File: config.mk
export PLATFORM = sky130hd
export DESIGN_NAME = fxp8s_array_arbiter_flat
export DESIGN_NICKNAME = d
export VERILOG_FILES = /design/src/rtl/fxp8s_pkg.sv /design/src/rtl/fxp8s_array_arbiter_if.sv /design/src/rtl/fxp8s_rr_sel.sv /design/src/rtl/fxp8s_array_arbiter.sv /design/src/flat_wrapper.sv
export SDC_FILE = /design/constraint.sdc
export NUM_CORES = 1
export LEC_CHECK = 0
export BUFFER_PORTS_ARGS = -buffer_cell sky130_fd_sc_hd__clkbuf_2
export CORE_UTILIZATION = 40
export CTS_BUF_LIST = sky130_fd_sc_hd__clkbuf_4 sky130_fd_sc_hd__clkbuf_8
export DETAILED_ROUTE_END_ITERATION = 16
export PLACE_DENSITY = 0.83
export SLEW_MARGIN = 10
export SYNTH_ARGS = -nofsm -noshare
export SYNTH_HDL_FRONTEND = slang
export SYNTH_SLANG_ARGS = --single-unit
File: constraint.sdc
create_clock -name clk -period 2.35 [get_ports clk]
set_input_delay 0.1175 -clock clk [delete_from_list [all_inputs] [get_ports clk]]
set_output_delay 0.1175 -clock clk [all_outputs]
set_load 0.02 [all_outputs]
File: src/rtl/fxp8s_pkg.sv
`default_nettype none
// +----------------------------------------------------------------------------+
// | fxp8s_pkg: shared FSM encoding and data-width constants for the arbiter.  |
// | Revision: 1.0                                                             |
// +----------------------------------------------------------------------------+
package fxp8s_pkg;

  localparam int FXP8S_WIDTH   = 8;
  localparam int DATA_W        = FXP8S_WIDTH;
  localparam int BEATS_PER_JOB = 9;

  typedef enum logic [1:0] {
    ST_IDLE  = 2'd0,
    ST_BUSY  = 2'd1,
    ST_DRAIN = 2'd2,
    ST_FLUSH = 2'd3
  } state_t;

endpackage
`default_nettype wire

File: src/rtl/fxp8s_array_arbiter_if.sv
`default_nettype none
// +----------------------------------------------------------------------------+
// | fxp8s_array_arbiter_if: requester and PE-array stream bundle.             |
// | Revision: 1.0                                                             |
// +----------------------------------------------------------------------------+
interface fxp8s_array_arbiter_if;
  import fxp8s_pkg::*;

  logic              req0_en_in_data, req0_rdy_in_data;
  logic              req0_in_mat, req0_in_new_row, req0_in_mat_done;
  logic [DATA_W-1:0] req0_in_data;
  logic              req0_en_out_data, req0_rdy_out_data;
  logic [DATA_W-1:0] req0_out_data;

  logic              req1_en_in_data, req1_rdy_in_data;
  logic              req1_in_mat, req1_in_new_row, req1_in_mat_done;
  logic [DATA_W-1:0] req1_in_data;
  logic              req1_en_out_data, req1_rdy_out_data;
  logic [DATA_W-1:0] req1_out_data;

  logic              arr_rstn;
  logic              arr_en_in_data, arr_in_mat, arr_in_new_row, arr_in_mat_done;
  logic [DATA_W-1:0] arr_in_data;
  logic              arr_rdy_in_data, arr_en_out_data, arr_rdy_out_data;
  logic [DATA_W-1:0] arr_out_data;

  // Arbiter side
  modport slave (
    input  req0_en_in_data, req0_in_mat, req0_in_new_row, req0_in_mat_done, req0_in_data,
    input  req0_rdy_out_data,
    output req0_rdy_in_data, req0_en_out_data, req0_out_data,
    input  req1_en_in_data, req1_in_mat, req1_in_new_row, req1_in_mat_done, req1_in_data,
    input  req1_rdy_out_data,
    output req1_rdy_in_data, req1_en_out_data, req1_out_data,
    output arr_rstn, arr_en_in_data, arr_in_mat, arr_in_new_row, arr_in_mat_done, arr_in_data,
    output arr_rdy_out_data,
    input  arr_rdy_in_data, arr_en_out_data, arr_out_data
  );

  // Requesters plus PE array side
  modport master (
    output req0_en_in_data, req0_in_mat, req0_in_new_row, req0_in_mat_done, req0_in_data,
    output req0_rdy_out_data,
    input  req0_rdy_in_data, req0_en_out_data, req0_out_data,
    output req1_en_in_data, req1_in_mat, req1_in_new_row, req1_in_mat_done, req1_in_data,
    output req1_rdy_out_data,
    input  req1_rdy_in_data, req1_en_out_data, req1_out_data,
    input  arr_rstn, arr_en_in_data, arr_in_mat, arr_in_new_row, arr_in_mat_done, arr_in_data,
    input  arr_rdy_out_data,
    output arr_rdy_in_data, arr_en_out_data, arr_out_data
  );

endinterface
`default_nettype wire

File: src/rtl/fxp8s_rr_sel.sv
`default_nettype none
// +----------------------------------------------------------------------------+
// | fxp8s_rr_sel: 2-way round-robin selector, pointer rr wins a tie.          |
// | Revision: 1.0                                                             |
// +----------------------------------------------------------------------------+
module fxp8s_rr_sel (
  input  logic [1:0] req,
  input  logic       rr,
  output logic       grant_valid,
  output logic       grant_idx
);

  assign grant_valid = |req;
  assign grant_idx   = req[rr] ? rr : ~rr;

endmodule
`default_nettype wire

File: src/rtl/fxp8s_array_arbiter.sv
`default_nettype none
// +----------------------------------------------------------------------------+
// | fxp8s_array_arbiter: shares one PE array between two requesters, one job  |
// | at a time. Optional watchdog abort: FXP8S_ARB_WATCHDOG_EN.                |
// | Revision: 1.0                                                             |
// +----------------------------------------------------------------------------+
module fxp8s_array_arbiter
  import fxp8s_pkg::*;
#(
  parameter int FLUSH_CYCLES = 2
) (
  input  logic                 clk,
  input  logic                 rst,
  fxp8s_array_arbiter_if.slave bus,
  output logic                 busy,
  output logic                 owner
`ifdef FXP8S_ARB_WATCHDOG_EN
  ,
  output logic                 abort
`endif
);

  localparam logic [3:0] FLUSH_LAST = 4'(FLUSH_CYCLES - 1);
  localparam logic [3:0] BEAT_LAST  = 4'(BEATS_PER_JOB - 1);

  state_t     state, state_nxt;
  logic       rr, grant_valid, grant_idx, out_hs;
  logic [3:0] beat_cnt, flush_cnt;
`ifdef FXP8S_ARB_WATCHDOG_EN
  logic [9:0] wd_cnt;
  logic       in_hs, wd_fire;
`endif

  fxp8s_rr_sel u_rr_sel (
    .req         ({bus.req1_en_in_data, bus.req0_en_in_data}),
    .rr          (rr),
    .grant_valid (grant_valid),
    .grant_idx   (grant_idx)
  );

  assign busy = (state != ST_IDLE);

  always_comb begin
    state_nxt            = state;
    out_hs               = 1'b0;
    bus.arr_rstn         = ~rst & (state != ST_FLUSH);
    bus.arr_en_in_data   = 1'b0;
    bus.arr_in_mat       = 1'b0;
    bus.arr_in_new_row   = 1'b0;
    bus.arr_in_mat_done  = 1'b0;
    bus.arr_in_data      = '0;
    bus.arr_rdy_out_data = 1'b0;
    bus.req0_rdy_in_data = 1'b0;
    bus.req1_rdy_in_data = 1'b0;
    bus.req0_en_out_data = 1'b0;
    bus.req1_en_out_data = 1'b0;
    bus.req0_out_data    = '0;
    bus.req1_out_data    = '0;
    case (state)
      ST_IDLE: begin
        if (grant_valid) state_nxt = ST_BUSY;
      end
      ST_BUSY: begin
        if (owner) begin
          bus.arr_en_in_data   = bus.req1_en_in_data;
          bus.arr_in_mat       = bus.req1_in_mat;
          bus.arr_in_new_row   = bus.req1_in_new_row;
          bus.arr_in_mat_done  = bus.req1_in_mat_done;
          bus.arr_in_data      = bus.req1_in_data;
          bus.req1_rdy_in_data = bus.arr_rdy_in_data;
        end else begin
          bus.arr_en_in_data   = bus.req0_en_in_data;
          bus.arr_in_mat       = bus.req0_in_mat;
          bus.arr_in_new_row   = bus.req0_in_new_row;
          bus.arr_in_mat_done  = bus.req0_in_mat_done;
          bus.arr_in_data      = bus.req0_in_data;
          bus.req0_rdy_in_data = bus.arr_rdy_in_data;
        end
        if (bus.arr_en_out_data) state_nxt = ST_DRAIN;
      end
      ST_DRAIN: begin
        if (owner) begin
          bus.req1_en_out_data = bus.arr_en_out_data;
          bus.req1_out_data    = bus.arr_out_data;
          bus.arr_rdy_out_data = bus.req1_rdy_out_data;
        end else begin
          bus.req0_en_out_data = bus.arr_en_out_data;
          bus.req0_out_data    = bus.arr_out_data;
          bus.arr_rdy_out_data = bus.req0_rdy_out_data;
        end
        out_hs = bus.arr_en_out_data & bus.arr_rdy_out_data;
        if (out_hs && beat_cnt == BEAT_LAST) state_nxt = ST_FLUSH;
      end
      ST_FLUSH: begin
        if (flush_cnt == FLUSH_LAST) state_nxt = ST_IDLE;
      end
      default: state_nxt = ST_IDLE;
    endcase
`ifdef FXP8S_ARB_WATCHDOG_EN
    // A stalled job is torn down through the normal flush path
    in_hs   = bus.arr_en_in_data & bus.arr_rdy_in_data;
    wd_fire = ((state == ST_BUSY) || (state == ST_DRAIN)) && (wd_cnt == 10'd1023);
    abort   = wd_fire;
    if (wd_fire) state_nxt = ST_FLUSH;
`endif
  end

  always_ff @(posedge clk or posedge rst) begin
    if (rst) begin
      state     <= ST_IDLE;
      rr        <= 1'b0;
      owner     <= 1'b0;
      beat_cnt  <= 4'd0;
      flush_cnt <= 4'd0;
    end else begin
      state <= state_nxt;
      if (state == ST_IDLE && grant_valid) owner <= grant_idx;
      if (out_hs) beat_cnt <= beat_cnt + 4'd1;
      if (state == ST_FLUSH) begin
        if (flush_cnt == FLUSH_LAST) begin
          flush_cnt <= 4'd0;
          beat_cnt  <= 4'd0;
          rr        <= ~owner;
        end else begin
          flush_cnt <= flush_cnt + 4'd1;
        end
      end
    end
  end

`ifdef FXP8S_ARB_WATCHDOG_EN
  always_ff @(posedge clk or posedge rst) begin
    if (rst) begin
      wd_cnt <= 10'd0;
    end else if (((state == ST_BUSY) || (state == ST_DRAIN)) && !wd_fire && !(in_hs || out_hs)) begin
      wd_cnt <= wd_cnt + 10'd1;
    end else begin
      wd_cnt <= 10'd0;
    end
  end
`endif

endmodule
`default_nettype wire
File: src/flat_wrapper.sv
// flat-port wrapper written by rule: the top's interface ports become plain ports
module fxp8s_array_arbiter_flat import fxp8s_pkg::*;
#(
  parameter int FLUSH_CYCLES = 2
)
  (clk, rst, busy, owner, bus_req0_en_in_data, bus_req0_in_mat, bus_req0_in_new_row, bus_req0_in_mat_done, bus_req0_in_data, bus_req0_rdy_out_data, bus_req0_rdy_in_data, bus_req0_en_out_data, bus_req0_out_data, bus_req1_en_in_data, bus_req1_in_mat, bus_req1_in_new_row, bus_req1_in_mat_done, bus_req1_in_data, bus_req1_rdy_out_data, bus_req1_rdy_in_data, bus_req1_en_out_data, bus_req1_out_data, bus_arr_rstn, bus_arr_en_in_data, bus_arr_in_mat, bus_arr_in_new_row, bus_arr_in_mat_done, bus_arr_in_data, bus_arr_rdy_out_data, bus_arr_rdy_in_data, bus_arr_en_out_data, bus_arr_out_data);
  fxp8s_array_arbiter_if bus_i ();
  input  logic clk;
  input  logic rst;
  output logic busy;
  output logic owner;
  input wire logic [$bits(bus_i.req0_en_in_data)-1:0] bus_req0_en_in_data;
  input wire logic [$bits(bus_i.req0_in_mat)-1:0] bus_req0_in_mat;
  input wire logic [$bits(bus_i.req0_in_new_row)-1:0] bus_req0_in_new_row;
  input wire logic [$bits(bus_i.req0_in_mat_done)-1:0] bus_req0_in_mat_done;
  input wire logic [$bits(bus_i.req0_in_data)-1:0] bus_req0_in_data;
  input wire logic [$bits(bus_i.req0_rdy_out_data)-1:0] bus_req0_rdy_out_data;
  output wire logic [$bits(bus_i.req0_rdy_in_data)-1:0] bus_req0_rdy_in_data;
  output wire logic [$bits(bus_i.req0_en_out_data)-1:0] bus_req0_en_out_data;
  output wire logic [$bits(bus_i.req0_out_data)-1:0] bus_req0_out_data;
  input wire logic [$bits(bus_i.req1_en_in_data)-1:0] bus_req1_en_in_data;
  input wire logic [$bits(bus_i.req1_in_mat)-1:0] bus_req1_in_mat;
  input wire logic [$bits(bus_i.req1_in_new_row)-1:0] bus_req1_in_new_row;
  input wire logic [$bits(bus_i.req1_in_mat_done)-1:0] bus_req1_in_mat_done;
  input wire logic [$bits(bus_i.req1_in_data)-1:0] bus_req1_in_data;
  input wire logic [$bits(bus_i.req1_rdy_out_data)-1:0] bus_req1_rdy_out_data;
  output wire logic [$bits(bus_i.req1_rdy_in_data)-1:0] bus_req1_rdy_in_data;
  output wire logic [$bits(bus_i.req1_en_out_data)-1:0] bus_req1_en_out_data;
  output wire logic [$bits(bus_i.req1_out_data)-1:0] bus_req1_out_data;
  output wire logic [$bits(bus_i.arr_rstn)-1:0] bus_arr_rstn;
  output wire logic [$bits(bus_i.arr_en_in_data)-1:0] bus_arr_en_in_data;
  output wire logic [$bits(bus_i.arr_in_mat)-1:0] bus_arr_in_mat;
  output wire logic [$bits(bus_i.arr_in_new_row)-1:0] bus_arr_in_new_row;
  output wire logic [$bits(bus_i.arr_in_mat_done)-1:0] bus_arr_in_mat_done;
  output wire logic [$bits(bus_i.arr_in_data)-1:0] bus_arr_in_data;
  output wire logic [$bits(bus_i.arr_rdy_out_data)-1:0] bus_arr_rdy_out_data;
  input wire logic [$bits(bus_i.arr_rdy_in_data)-1:0] bus_arr_rdy_in_data;
  input wire logic [$bits(bus_i.arr_en_out_data)-1:0] bus_arr_en_out_data;
  input wire logic [$bits(bus_i.arr_out_data)-1:0] bus_arr_out_data;
  assign bus_i.req0_en_in_data = bus_req0_en_in_data;
  assign bus_i.req0_in_mat = bus_req0_in_mat;
  assign bus_i.req0_in_new_row = bus_req0_in_new_row;
  assign bus_i.req0_in_mat_done = bus_req0_in_mat_done;
  assign bus_i.req0_in_data = bus_req0_in_data;
  assign bus_i.req0_rdy_out_data = bus_req0_rdy_out_data;
  assign bus_req0_rdy_in_data = bus_i.req0_rdy_in_data;
  assign bus_req0_en_out_data = bus_i.req0_en_out_data;
  assign bus_req0_out_data = bus_i.req0_out_data;
  assign bus_i.req1_en_in_data = bus_req1_en_in_data;
  assign bus_i.req1_in_mat = bus_req1_in_mat;
  assign bus_i.req1_in_new_row = bus_req1_in_new_row;
  assign bus_i.req1_in_mat_done = bus_req1_in_mat_done;
  assign bus_i.req1_in_data = bus_req1_in_data;
  assign bus_i.req1_rdy_out_data = bus_req1_rdy_out_data;
  assign bus_req1_rdy_in_data = bus_i.req1_rdy_in_data;
  assign bus_req1_en_out_data = bus_i.req1_en_out_data;
  assign bus_req1_out_data = bus_i.req1_out_data;
  assign bus_arr_rstn = bus_i.arr_rstn;
  assign bus_arr_en_in_data = bus_i.arr_en_in_data;
  assign bus_arr_in_mat = bus_i.arr_in_mat;
  assign bus_arr_in_new_row = bus_i.arr_in_new_row;
  assign bus_arr_in_mat_done = bus_i.arr_in_mat_done;
  assign bus_arr_in_data = bus_i.arr_in_data;
  assign bus_arr_rdy_out_data = bus_i.arr_rdy_out_data;
  assign bus_i.arr_rdy_in_data = bus_arr_rdy_in_data;
  assign bus_i.arr_en_out_data = bus_arr_en_out_data;
  assign bus_i.arr_out_data = bus_arr_out_data;
  fxp8s_array_arbiter #(.FLUSH_CYCLES(FLUSH_CYCLES)) u_core (.clk(clk), .rst(rst), .bus(bus_i), .busy(busy), .owner(owner));
endmodule
==> results.json <==
{
  "fin_skew_ns": 0.00295,
  "final-seq-area_sq_um": 300,
  "clk_latency_ns": 0.27,
  "drt_iter0_markers": 19,
  "num_vias": 1101,
  "maxCapViolations": 0,
  "critPathMaxFanout": 14,
  "cts_root_buffer": "clkbuf_4",
  "drt-met1-wl_mm": 1.03,
  "finalHoldViolCount": 0,
  "vias_per_cell": 5.00,
  "finalWeightedCongestion": 0.777,
  "routed_wl_mm": 2.65,
  "outcome": "finished, final reports clean",
  "min_from": "bus_req0_en_in_data",
  "port-buffer-count": 73,
  "r2r_end": "u_core.state[1]$_DFFE_PP0P_",
  "tritoncts": "done",
  "max-slew-margin-rel_pct": 71.1,
  "first_pass_iters": 4,
  "fin_tns_setup_ns": 0,
  "cts-buffers-inserted": 3,
  "syn_nets": 161,
  "core_sq_um": 2280,
  "clock-sinks": 12,
  "worstPathArrival_ns": 2.00,
  "grt_max_degree": 28,
  "worstSetupEndpointType": "output port",
  "layout.nets": 237,
  "leakage_nw": 0.858,
  "cts_setup_buffers": 0,
  "grt_setup_unrepaired": "no",
  "worst_hold_path.num_cells": 2,
  "htree_levels": 1,
  "final.period_utilization_pct": 90.3,
  "dpl.hpwl_mm": 2.18,
  "holdPathEnd": "u_core.owner$_DFFE_PP0P_",
  "grt_usage_pct": 19.8,
  "n_fill_cell": 180,
  "p_sw_share_pct": 49.4,
  "seqPwrFrac_pct": 21.2,
  "first_global_vias": 965,
  "avgSynthCellArea_sq_um": 8.52,
  "hold_class": "input pin to flop",
  "synth_seq_cells": 12,
  "max_freq_ghz": 0.471,
  "setup_viol": 0,
  "diodes": 0,
  "worstRegToRegCells": 4,
  "dr_wl_met3_um": 185,
  "p_comb_share_pct": 68.3,
  "holdBufCountCts": 1,
  "crit_type": "flop to output port",
  "drv_slew": 0,
  "antenna_found_initial": 0,
  "rows": 17,
  "period_needed_ns": 2.12,
  "die_h_um": 51.9,
  "cp-start-kind": "flop",
  "grt_pass1_wl_mm": 4.02,
  "ys_warn_count": 0,
  "clock_path_buffers": 2,
  "die_x_um": 51.9,
  "syn_to_final_growth_pct": 44.3,
  "drc": 0,
  "layout-drive-gt1-share_pct": 41.7,
  "fp.dieArea_sq_um": 2700,
  "switching_power_mw": 0.764,
  "initial_core_util_pct": 43.8,
  "required_ns": 2.23,
  "syn_area_sq_um": 997,
  "synth_cell_types": 28,
  "num_io_pins": 74,
  "p_clk_share_pct": 10.5,
  "vdd_drop_max_mv": 0.615,
  "maxUsedRoutingLayer": "met4",
  "grt.overflow.total": 0,
  "clk_pin_slew_ns": 0.07,
  "ant_nets": 0,
  "met2_length_mm": 1.42,
  "netlist_instances": 117,
  "rr_startpoint": "u_core.flush_cnt[1]$_DFFE_PP0N_",
  "ff2ff_setup_slack_ns": 0.47,
  "routedWlPerCell_um": 12.0,
  "ys_seq_area_share_pct": 30.1,
  "ctsResizeCount": 0,
  "powerDensity_nw_per_um2": 1070,
  "hold_ws_ns": 0.0974,
  "internal_power_mw": 0.782,
  "worstMarginPinSlew_ns": 0.421,
  "multi_input_area_sq_um": 651
}
## kinds of logic after synthesis
group	count (synthesis)	synth area share, %
multiplexers	14	14.2
AO/OA/AOI/OAI	9	6.15
adder cells (fa/ha/maj)	6	7.53
AND/OR/NAND/NOR	58	32.1
flip-flops	12	30.1
XOR/XNOR	6	5.27
buffers and inverters	12	4.64
## stage by stage
step / setup WS [ns] / total power, mW / utilization (%) / std cells / cell area (sq um)
finish: 0.228 / 1.55 / 63.2 / 220 / 1440
global route: 0.0196 / 1.66 / 63.2 / 220 / 1440
CTS: 0.207 / 1.56 / 63.2 / 220 / 1440
detailed placement: 0.506 / 1.39 / 61.2 / 215 / 1390
global placement: 0.588 / 1.34 / 61.2 / 215 / 1390
floorplan: 0.628 / 1.08 / - / 117 / 997
## state kept, by name, indices dropped and copies added, names as in the netlist
register          count
u_core.beat_cnt       4
u_core.flush_cnt      4
u_core.owner          1
u_core.rr             1
u_core.state          2
## final cells by class
class	count	share of cell area, %
multi-input combinational	93	45.2
clock buffer	4	2.52
timing repair buffer	76	27.1
inverter	7	1.83
sequential	12	20.9
tap	28	2.43
## power by group through the flow
stage | logic (mW) | registers [mW] | clock network [mW]
2_1_floorplan | 0.755 | 0.326 | 0
3_3_place_gp | 1.02 | 0.324 | 0
3_5_place_dp | 1.06 | 0.332 | 0
4_1_cts | 1.06 | 0.327 | 0.167
5_1_grt | 1.15 | 0.334 | 0.180
6_report | 1.06 | 0.328 | 0.162
## routing by layer
metal,vias to the layer above,GRT usage [%]
li1,548,-
met1,503,20.2
met2,48,39.3
met3,2,5.26
met4,0,3.60
met5,-,0
## synthesized netlist by cell type (all sizes together)
library cell,n,area share [%]
clkbuf,3,1.1
xnor2,5,4.4
nor3b,1,0.75
a22oi,1,0.75
or4b,1,1.0
and3,10,6.3
nand4,1,0.63
mux2i,13,13
a31oi,1,0.63
xor2,1,0.88
nand3,2,1.0
and2,9,5.6
buf,2,0.88
nor2,10,3.8
nor4,1,0.63
nor3,2,1.0
nor2b,14,8.8
o21ai,1,0.50
ha,6,7.5
dfrtp,12,30
mux2,1,1.1
a222oi,1,1.0
nand2,7,2.6
a21oi,3,1.5
inv,7,2.6
o41ai,1,0.88
a21o,1,0.88
## worst max-delay path by stage
stage,from,slack (ns),to
after floorplan,u_core.flush_cnt[1]$_DFFE_PP0N_,0.63,u_core.state[1]$_DFFE_PP0P_
after global placement,u_core.flush_cnt[1]$_DFFE_PP0N_,0.59,u_core.state[1]$_DFFE_PP0P_
after detailed placement,u_core.state[0]$_DFFE_PP0P_,0.51,bus_req0_out_data[0]
after CTS,u_core.state[0]$_DFFE_PP0P_,0.21,bus_req0_out_data[0]
after global routing,u_core.state[0]$_DFFE_PP0P_,0.02,bus_req0_out_data[0]
final,u_core.state[0]$_DFFE_PP0P_,0.23,bus_req0_out_data[0]
## critical path, cell delays in order (launching register included)
cell and delay [ns]:
dfrtp_1 0.41, inv_1 0.11, ha_1 0.40, nor2b_1 0.45
and2_1 0.20, clkbuf_2 0.16
## placed cells by master, fill, tap and decap left out, types with 2 or more instances in the layout
master and n:
buf_4 2, nand3_1 2, clkbuf_4 3, nand2_1 7
nor2b_1 14, clkbuf_2 73, dfrtp_1 12, and2_1 9
ha_1 6, a21oi_1 3, mux2i_1 13, inv_1 7
nor3_1 2, nor2_1 10, and3_1 10, xnor2_1 5
(Power assumes the default switching activity.)
